$ cat config.mk
export PLATFORM = sky130hd
export DESIGN_NAME = jogo_sequencia_param
export DESIGN_NICKNAME = d
export VERILOG_FILES = /design/src/rtl/jogo_pkg.sv /design/src/rtl/rom_sequencia.sv /design/src/rtl/jogo_sequencia_param.sv
export SDC_FILE = /design/constraint.sdc
export NUM_CORES = 1
export LEC_CHECK = 0
export CAP_MARGIN = 10
export CORE_MARGIN = 3
export CORE_UTILIZATION = 45
export CTS_CLUSTER_DIAMETER = 50
export DETAILED_ROUTE_END_ITERATION = 6
export MAX_ROUTING_LAYER = met4
export PLACE_DENSITY_LB_ADDON = 0.08
export SLEW_MARGIN = 20
export SYNTH_ARGS = -nofsm -noshare
export SYNTH_HDL_FRONTEND = slang
export SYNTH_HIERARCHICAL = 1
export SYNTH_SLANG_ARGS = --single-unit
$ cat constraint.sdc
create_clock -name clock -period 1.76 [get_ports clock]
set_clock_uncertainty 0.15 [all_clocks]
set_input_delay 0.44 -clock clock [delete_from_list [all_inputs] [get_ports clock]]
set_output_delay 0.44 -clock clock [all_outputs]
set_load 0.02 [all_outputs]
$ cat src/rtl/jogo_pkg.sv
// Shared types and constant helpers for the sequence-memory game.
// Latency: none (types and constant functions only).
// Backpressure: none.
package jogo_pkg;

  typedef enum logic [3:0] {
    INICIAL     = 4'h0,
    PREPARA     = 4'h1,
    ESPERA      = 4'h2,
    COMPARA     = 4'h4,
    PROXIMO     = 4'h5,
    FIM_RODADA  = 4'h6,
    FIM_ACERTO  = 4'hA,
    FIM_TIMEOUT = 4'hD,
    FIM_ERRO    = 4'hE
  } estado_t;

  // Ceiling log2. Callers always pass values >= 2, so the result is >= 1.
  function automatic int clog2(input int v);
    int r;
    r = 0;
    for (int x = v - 1; x > 0; x = x >> 1) r++;
    return r;
  endfunction

  // Sequence word i: one-hot bit ((3*i+1) mod n). Eight bits cover the widest key set.
  function automatic logic [7:0] seq_word(input int i, input int n);
    return 8'b1 << ((3 * i + 1) % n);
  endfunction

endpackage

$ cat src/rtl/rom_sequencia.sv
// Fixed one-hot sequence ROM built from constant table entries.
// Latency: combinational read, zero cycles.
// Backpressure: none; the output always reflects the current address.
module rom_sequencia
  import jogo_pkg::*;
#(
  parameter int DEPTH    = 16,
  parameter int N_CHAVES = 4,
  localparam int ADDR_W  = clog2(DEPTH)
) (
  input  logic [ADDR_W-1:0]   addr,
  output logic [N_CHAVES-1:0] dado
);

  logic [N_CHAVES-1:0] tabela [DEPTH];

  for (genvar g = 0; g < DEPTH; g++) begin : g_tabela
    localparam logic [7:0] WORD = seq_word(g, N_CHAVES);
    assign tabela[g] = WORD[N_CHAVES-1:0];
  end

  // DEPTH is a power of two, so every address value selects a valid entry.
  assign dado = tabela[addr];

endmodule

$ cat src/rtl/jogo_sequencia_param.sv
// Growing-round memory game: round r replays sequence entries 0..r, with an inactivity timeout.
// Latency: key edge in ESPERA -> COMPARA next cycle -> verdict state -> back in ESPERA three cycles after the edge.
// Backpressure: none; a held key yields one move, and the key must return to zero before the next move counts.
module jogo_sequencia_param
  import jogo_pkg::*;
#(
  parameter int N_CHAVES = 4,
  parameter int DEPTH    = 16,
  parameter int TIMEOUT  = 5000,
  localparam int ADDR_W  = clog2(DEPTH)
) (
  input  logic                clock,
  input  logic                reset,
  input  logic                iniciar,
  input  logic [N_CHAVES-1:0] chaves,
  output logic                acertou,
  output logic                errou,
  output logic                pronto,
  output logic                timeout,
  output logic [N_CHAVES-1:0] leds,
  output logic                db_igual,
  output logic                db_tem_jogada,
  output logic [ADDR_W-1:0]   db_contagem,
  output logic [ADDR_W-1:0]   db_rodada,
  output logic [N_CHAVES-1:0] db_memoria,
  output logic [N_CHAVES-1:0] db_jogada,
  output logic [3:0]          db_estado
);

  localparam int CNT_W = clog2(TIMEOUT);
  localparam logic [ADDR_W-1:0] ULTIMA_RODADA = ADDR_W'(DEPTH - 1);
  localparam logic [CNT_W-1:0]  CNT_LIMITE    = CNT_W'(TIMEOUT - 1);

  estado_t             estado;
  estado_t             prox;
  logic [ADDR_W-1:0]   addr;
  logic [ADDR_W-1:0]   rodada;
  logic [N_CHAVES-1:0] jogada_reg;
  logic [N_CHAVES-1:0] memoria;
  logic [CNT_W-1:0]    cnt;
  logic                prev_zero;
  logic                tem_jogada;
  logic                igual;

  rom_sequencia #(
    .DEPTH    (DEPTH),
    .N_CHAVES (N_CHAVES)
  ) u_rom (
    .addr (addr),
    .dado (memoria)
  );

  // A move is the first non-zero key cycle after an all-released cycle.
  assign tem_jogada = (chaves != '0) && prev_zero;
  assign igual      = (jogada_reg == memoria);

  // State register.
  always_ff @(posedge clock) begin
    if (reset) estado <= INICIAL;
    else       estado <= prox;
  end

  // Next-state logic; a key edge in ESPERA wins over the timeout in the same cycle.
  always_comb begin
    prox = estado;
    case (estado)
      INICIAL:     if (iniciar) prox = PREPARA;
      PREPARA:     prox = ESPERA;
      ESPERA: begin
        if (tem_jogada)             prox = COMPARA;
        else if (cnt == CNT_LIMITE) prox = FIM_TIMEOUT;
      end
      COMPARA: begin
        if (!igual)                prox = FIM_ERRO;
        else if (addr == rodada)   prox = FIM_RODADA;
        else                       prox = PROXIMO;
      end
      PROXIMO:     prox = ESPERA;
      FIM_RODADA:  prox = (rodada == ULTIMA_RODADA) ? FIM_ACERTO : ESPERA;
      FIM_ACERTO,
      FIM_ERRO,
      FIM_TIMEOUT: if (iniciar) prox = PREPARA;
      default:     prox = INICIAL;
    endcase
  end

  // Moore outputs decoded from the state register.
  always_comb begin
    acertou = 1'b0;
    errou   = 1'b0;
    pronto  = 1'b0;
    timeout = 1'b0;
    case (estado)
      FIM_ACERTO: begin
        acertou = 1'b1;
        pronto  = 1'b1;
      end
      FIM_ERRO: begin
        errou  = 1'b1;
        pronto = 1'b1;
      end
      FIM_TIMEOUT: begin
        errou   = 1'b1;
        timeout = 1'b1;
        pronto  = 1'b1;
      end
      default: ;
    endcase
  end

  // Datapath: edge tracking, captured move, address/round counters and inactivity counter.
  always_ff @(posedge clock) begin
    if (reset) begin
      prev_zero  <= 1'b0;
      jogada_reg <= '0;
      addr       <= '0;
      rodada     <= '0;
      cnt        <= '0;
    end else begin
      prev_zero <= (chaves == '0);

      // The move is captured on its edge in any state; otherwise a new game wipes it.
      if (tem_jogada)             jogada_reg <= chaves;
      else if (estado == PREPARA) jogada_reg <= '0;

      // Counts only while staying in ESPERA, so every exit leaves it cleared.
      if (estado == ESPERA && prox == ESPERA) cnt <= cnt + CNT_W'(1);
      else                                     cnt <= '0;

      case (estado)
        PREPARA: begin
          addr   <= '0;
          rodada <= '0;
        end
        PROXIMO: addr <= addr + ADDR_W'(1);
        FIM_RODADA: begin
          if (rodada != ULTIMA_RODADA) begin
            rodada <= rodada + ADDR_W'(1);
            addr   <= '0;
          end
        end
        default: ;
      endcase
    end
  end

  assign leds          = chaves;
  assign db_igual      = igual;
  assign db_tem_jogada = tem_jogada;
  assign db_contagem   = addr;
  assign db_rodada     = rodada;
  assign db_memoria    = memoria;
  assign db_jogada     = jogada_reg;
  assign db_estado     = estado;

endmodule
## Yosys cells after proc, flatten, opt, wreduce, memory -nomap -nowiden

Memory sizes are Yosys's and may differ from the RTL's.
Index checks and enable logic that the tools add are counted.

- Register bits: 30
- Latch bits: 0
- Memory bits (writable): 0
- ROM bits: 64
- Bits of input ports: 7
- Word-level logic and storage cells: 62
- Memories kept: 1

- Add/subtract/negate cells: 3
- Multiply operators: 0
- Divide/modulo/power cells: 0
- Order comparisons: 1
- Eq/ne operators: 15
- Shift-type cells: 0
- Multiplexer cells: 19
- Bitwise logic cells: 2
- Reductions and logical operators: 15

Memory list:

| name | depth | width | rd ports | clocked after Yosys merged registers in | write ports | RTL line | source |
|---|---|---|---|---|---|---|---|
| (name not given) | 16 | 4 | 1 | 0 | 0 | rom_sequencia.sv:23 | `assign dado = tabela[addr];` |

Operator list:

| kind | count |
|---|---|
| $mux 4 | 11 |
| $pmux 4 s5 | 1 |
| $eq 4x4->1 const B | 4 |
| $add 13x1->13 const B | 1 |
| $eq 13x13->1 const B | 1 |
| $eq 4x3->1 const B | 3 |
| $pmux 4 s3 | 1 |
| $add 4x1->4 const B | 2 |
| $eq 4x2->1 const B | 2 |
| $eq 4x4->1 | 2 |
| $logic_not 4->1 | 2 |
| $pmux 4 s2 | 1 |
| $reduce_or 2->1 | 3 |
| $ge 5x5->1 const B | 1 |
| $not 4->5 | 1 |
| $eq 4x1->1 const B | 1 |
| $mux 1 | 4 |
| $ne 4x4->1 const B | 1 |
| $reduce_and 2->1 | 2 |
| $reduce_bool 2->1 | 2 |
| $reduce_bool 4->1 | 1 |
| $reduce_or 4->1 | 1 |
| $reduce_bool 3->1 | 1 |
| $reduce_or 3->1 | 1 |
| 4 further kinds | 5 |

## Depth between registers and ports, before layout

- Depth after elaboration: 11
- Depth in mapped cells: 7
- Depth with buffers taken out: 6

## Cells and area by module

Netlist, hierarchy kept.

By module, submodules not included:

| module | instances | cells each | area each (um^2) | seq. area each (um^2) |
|---|---|---|---|---|
| jogo_sequencia_param | 1 | 177 | 1,580.3 | 600.6 |
| rom_sequencia | 1 | 4 | 26.3 | 0.0 |

## Worst setup path before layout

OpenSTA, ideal clock, no wires.

- Path type: flip-flop to flip-flop
- From: register addr[1], in the netlist db_contagem[1]
- To: register estado[0], in the netlist db_estado[0]
- Library setup time: 0.070 ns
- Arrival time: 2.134 ns
- Data required time: 1.540 ns
- Path slack: -0.594 ns
- Stages on the path, launching flop included: 7
- Period minus slack after synthesis: 2.354 ns
- Cell sequence: dfxtp_1 > nor2b_1 > xor2_1 > nor4_4 > o41ai_1 > or2_2 > a21oi_1

- Cells in the longest elaborated chain, start to end: 7
- Elaborated cells between the ends (all ways): 9
- Those cells by class: eq/ne (2); mux (5); bitwise (1); memory (1)

Ends and longest elaborated chain:

| element | RTL line | source |
|---|---|---|
| from (decl) | jogo_sequencia_param.sv:36 | `logic [ADDR_W-1:0] addr;` |
| from (signal assigned) | jogo_sequencia_param.sv:135 | `PROXIMO: addr <= addr + ADDR_W'(1);` |
| $not 4->5 (not written as such) | rom_sequencia.sv:23 |  |
| $mem_v2 16x4 | - |  |
| $mux 4 (not written as such) (2 in a row) | rom_sequencia.sv:23 |  |
| named net db_memoria[3] | jogo_sequencia_param.sv:25 | `output logic [N_CHAVES-1:0] db_memoria,` |
| $eq 4x4->1 | jogo_sequencia_param.sv:55 | `assign igual = (jogada_reg == memoria);` |
| named net db_igual | jogo_sequencia_param.sv:21 | `output logic db_igual,` |
| $mux 4 | jogo_sequencia_param.sv:74 | `if (!igual) prox = FIM_ERRO;` |
| $pmux 4 s5 | jogo_sequencia_param.sv:66 | `case (estado)` |
| to (signal assigned) | jogo_sequencia_param.sv:60 | `else estado <= prox;` |
| to (decl) | jogo_sequencia_param.sv:34 | `estado_t estado;` |

The timed path passes the listed nets, and every way through them passes these cells. The select of a mux whose other input is x is not followed.
A chain may end at the register's enable or synchronous reset.

## Final worst setup path

- From: register addr[1], in the netlist db_contagem[1]
- To: output db_igual

- Cells in the longest elaborated chain, start to end: 5

Ends and longest elaborated chain:

| element | RTL line |
|---|---|
| $not 4->5 (not written as such) | rom_sequencia.sv:23 |
| $mem_v2 16x4 | - |
| $mux 4 (not written as such) (2 in a row) | rom_sequencia.sv:23 |
| $eq 4x4->1 | jogo_sequencia_param.sv:55 |
| to (decl) | jogo_sequencia_param.sv:21 |

No other way between the ends. The select of a mux whose other input is x is not followed.

==> results.json <==
{
  "cp.required_ns": 1.17,
  "grt_util_all_layers_pct": 20.69,
  "drt_total_wl_um": 4512,
  "max_freq_mhz": 482.2,
  "die_w_um": 65.75,
  "post-route-drc-count": 0,
  "viasPerCell": 5.289,
  "place.gp.congestion": 0.7902,
  "cts.root.buffer_cell": "clkbuf_4",
  "synth_async_sr_flop_share_pct": 0,
  "hold_class": "reg -> reg",
  "cp_max_fo": 5,
  "number_of_global_route_vias_before_repair": 1576,
  "post-synth-top-area-cell": "dfxtp_1",
  "ant_nets": 0,
  "via_count": 1682,
  "cts_buffers": 5,
  "postSynthAreaPerCell_um2": 8.876,
  "cts_max_path_buffers": 2,
  "mappedNetlistNets": 191,
  "grt_overflow": 0,
  "final_critical_delay_including_setup_and_external_delays_ns": 2.074,
  "fin_crit_sh_pct": 117.8,
  "number_of_endpoints_failing_setup_at_the_final_stage": 11,
  "cts_hold_buffers": 0,
  "share_seq_of_total_power_pct": 47.7,
  "grt_max_degree": 14,
  "antenna_violations_before_repair": 0,
  "io_port_bufs": 36,
  "clock_tree.htree_level_count": 2,
  "top_level_ports": 37,
  "net_switching_power_of_the_design_uw": 406.9,
  "tritoncts": "yes",
  "clock_latency_of_the_later_clocked_register_in_the_worst_skew_pair_ns": 0.32,
  "drt-pass1-iter-count": 4,
  "final_tns_setup_ns": -0.7735,
  "synth.distinct_cells": 50,
  "power.internal_uw": 1056,
  "synth_largest_type_area_fraction_pct": 37.38,
  "number_of_synthesized_flops_with_an_enable_pin": 0,
  "post-route-worst-setup-slack_ns": -0.3138,
  "sw_ratio_pct": 27.82,
  "cts_sinks": 30,
  "dieArea_um2": 4323,
  "dp_hpwl_um": 3131,
  "power_frac_comb_pct": 22.4,
  "yosys_register_bits": 30,
  "flow.area_growth_from_synthesis_pct": 66.43,
  "synth_seq_area_share_pct": 37.38,
  "power-per-cell-area_nw_per_um2": 547.0,
  "drv_cap": 0,
  "timing_hold_violations_final": 0,
  "synth_warnings": 6,
  "final_common_cell": "buf_4",
  "seq_cell_area_um2": 629.4,
  "worst_setup_path_end_kind": "output port",
  "slew_viol_final": 0,
  "num_rows": 21,
  "avgRoutedWirePerCell_um": 14.19,
  "worst_ir_drop_vdd_v": 0.0004674,
  "total_power_uw": 1463,
  "initial_utilization_pct": 47.40,
  "nFillCells": 217,
  "start_kind": "register",
  "ys_top_cells_by_area": "dfxtp_1 (37%), xor2_1 (9.8%), nor2_1 (7.0%)",
  "power_leakage_uw": 0.001153,
  "diodes": 0,
  "fin_worst_hold_slack_ns": 0.2978,
  "timing.slew.headroom_pct": 77.96,
  "violations": "setup timing",
  "clock_power_share_pct": 29.8,
  "grt_pass1_wl_um": 6824,
  "multi_input_comb_area_um2": 1132,
  "run_status": "complete, but fails checks",
  "ys_dominant_reg_cell": "dfxtp_1",
  "post_route_cells_drive_above_1_share_pct": 47.79,
  "grt_setup_unrepaired": "yes",
  "critPathArrivalTime_ns": 1.48,
  "mappedNetlistArea_um2": 1607,
  "critical_path_class": "reg -> out",
  "number_of_instances_in_the_synthesized_netlist": 181,
  "final_nets": 281,
  "clk_transition_reported_paths_ns": 0.10,
  "die-height_um": 65.75,
  "layout.cells.most_common_list": "buf_4 (46), nor2_1 (28), dfxtp_1 (19)",
  "timing_worst_slew_pin_value_ns": 0.3299,
  "detailedRoute.firstIterationViolations": 75,
  "placeableCoreArea_um2": 3390
}
==> worst max-delay path, stage by stage, from the launching register on <==
cell and delay, ns:
dfxtp_4 0.38, and2_4 0.17, xor2_2 0.15, nor4_4 0.27, buf_4 0.18
==> Yosys cell counts, types with 3 or more instances <==
library cell and n:
xnor2_1 5, nor2_1 30, nor3_1 3, ha_1 3
o21ai_0 3, a22oi_1 4, a21oi_1 10, buf_4 4
nand2_1 10, nand4_1 3, nand3_1 8, xor2_1 18
dfxtp_1 30
==> cell families (layout without fill, tap and decap cells) <==
logic type	after synthesis	after routing	share of synthesized area [%]
flip-flops	30	30	37.38
buffers and inverters	11	101	4.595
XOR/XNOR	23	23	12.54
multiplexers	1	1	0.6231
AO/OA/AOI/OAI	29	29	13.16
AND/OR/NAND/NOR	84	85	29.36
adder cells (fa/ha/maj)	3	3	2.337
==> layout make-up <==
type	count	area share, %
multi-input cells	141	42.35
repair buffers	91	29.29
flip-flops and latches	30	23.54
well taps	46	2.153
clock buffers	6	1.919
clock inverters	2	0.4679
inverters	2	0.2808
==> flip-flops by register name, summed over array words and instances, names as in the netlist <==
register,cells
cnt,13
db_rodada,4
db_estado,4
db_contagem,4
prev_zero,1
db_jogada,4
==> stage by stage <==
step / cell area, um2 / cells / worst slack [ns] / utilization (%)
2_1_floorplan: 1658 / 181 / -0.1879 / -
3_3_place_gp: 2308 / 294 / -0.6692 / 68.11
3_5_place_dp: 2308 / 294 / -0.6861 / 68.11
4_1_cts: 2451 / 311 / -0.3348 / 72.31
5_1_grt: 2674 / 318 / -0.4141 / 78.89
6_report: 2674 / 318 / -0.3138 / 78.89
==> final timing paths <==
kind                  start      endpoint  slack (ns)  cells after the start
max          db_contagem[1]      db_igual       -0.31                      4
min                  cnt[0]        cnt[0]        0.30                      1
max reg2reg  db_contagem[1]  db_estado[0]       -0.12                      8
min reg2reg          cnt[0]        cnt[0]        0.30                      1
==> per-layer routing <==
| metal | routed length (um) | up-vias | global-route usage, % |
|---|---|---|---|
| li1 | - | 804 | - |
| met1 | 1763 | 818 | 22.50 |
| met2 | 2483 | 51 | 38.17 |
| met3 | 192 | 9 | 4.444 |
| met4 | 72 | 0 | 4.663 |
| met5 | 0 | - | - |
==> power groups by stage <==
stage / clock, uW / combinational [uW] / sequential [uW]
6_report: 436 / 328 / 698
5_1_grt: 472 / 350 / 700
4_1_cts: 446 / 272 / 699
3_5_place_dp: 0 / 258 / 716
3_3_place_gp: 0 / 250 / 715
2_1_floorplan: 0 / 125 / 724
==> timing repair <==
item | in CTS | in global routing
pin swaps | 12 | 13
gates cloned | 0 | 1
gates resized for setup | 98 | 54
buffers inserted | 9 | 8
endpoints found under the setup margin | 53 | 46
Power figures use the tool's default switching activity.
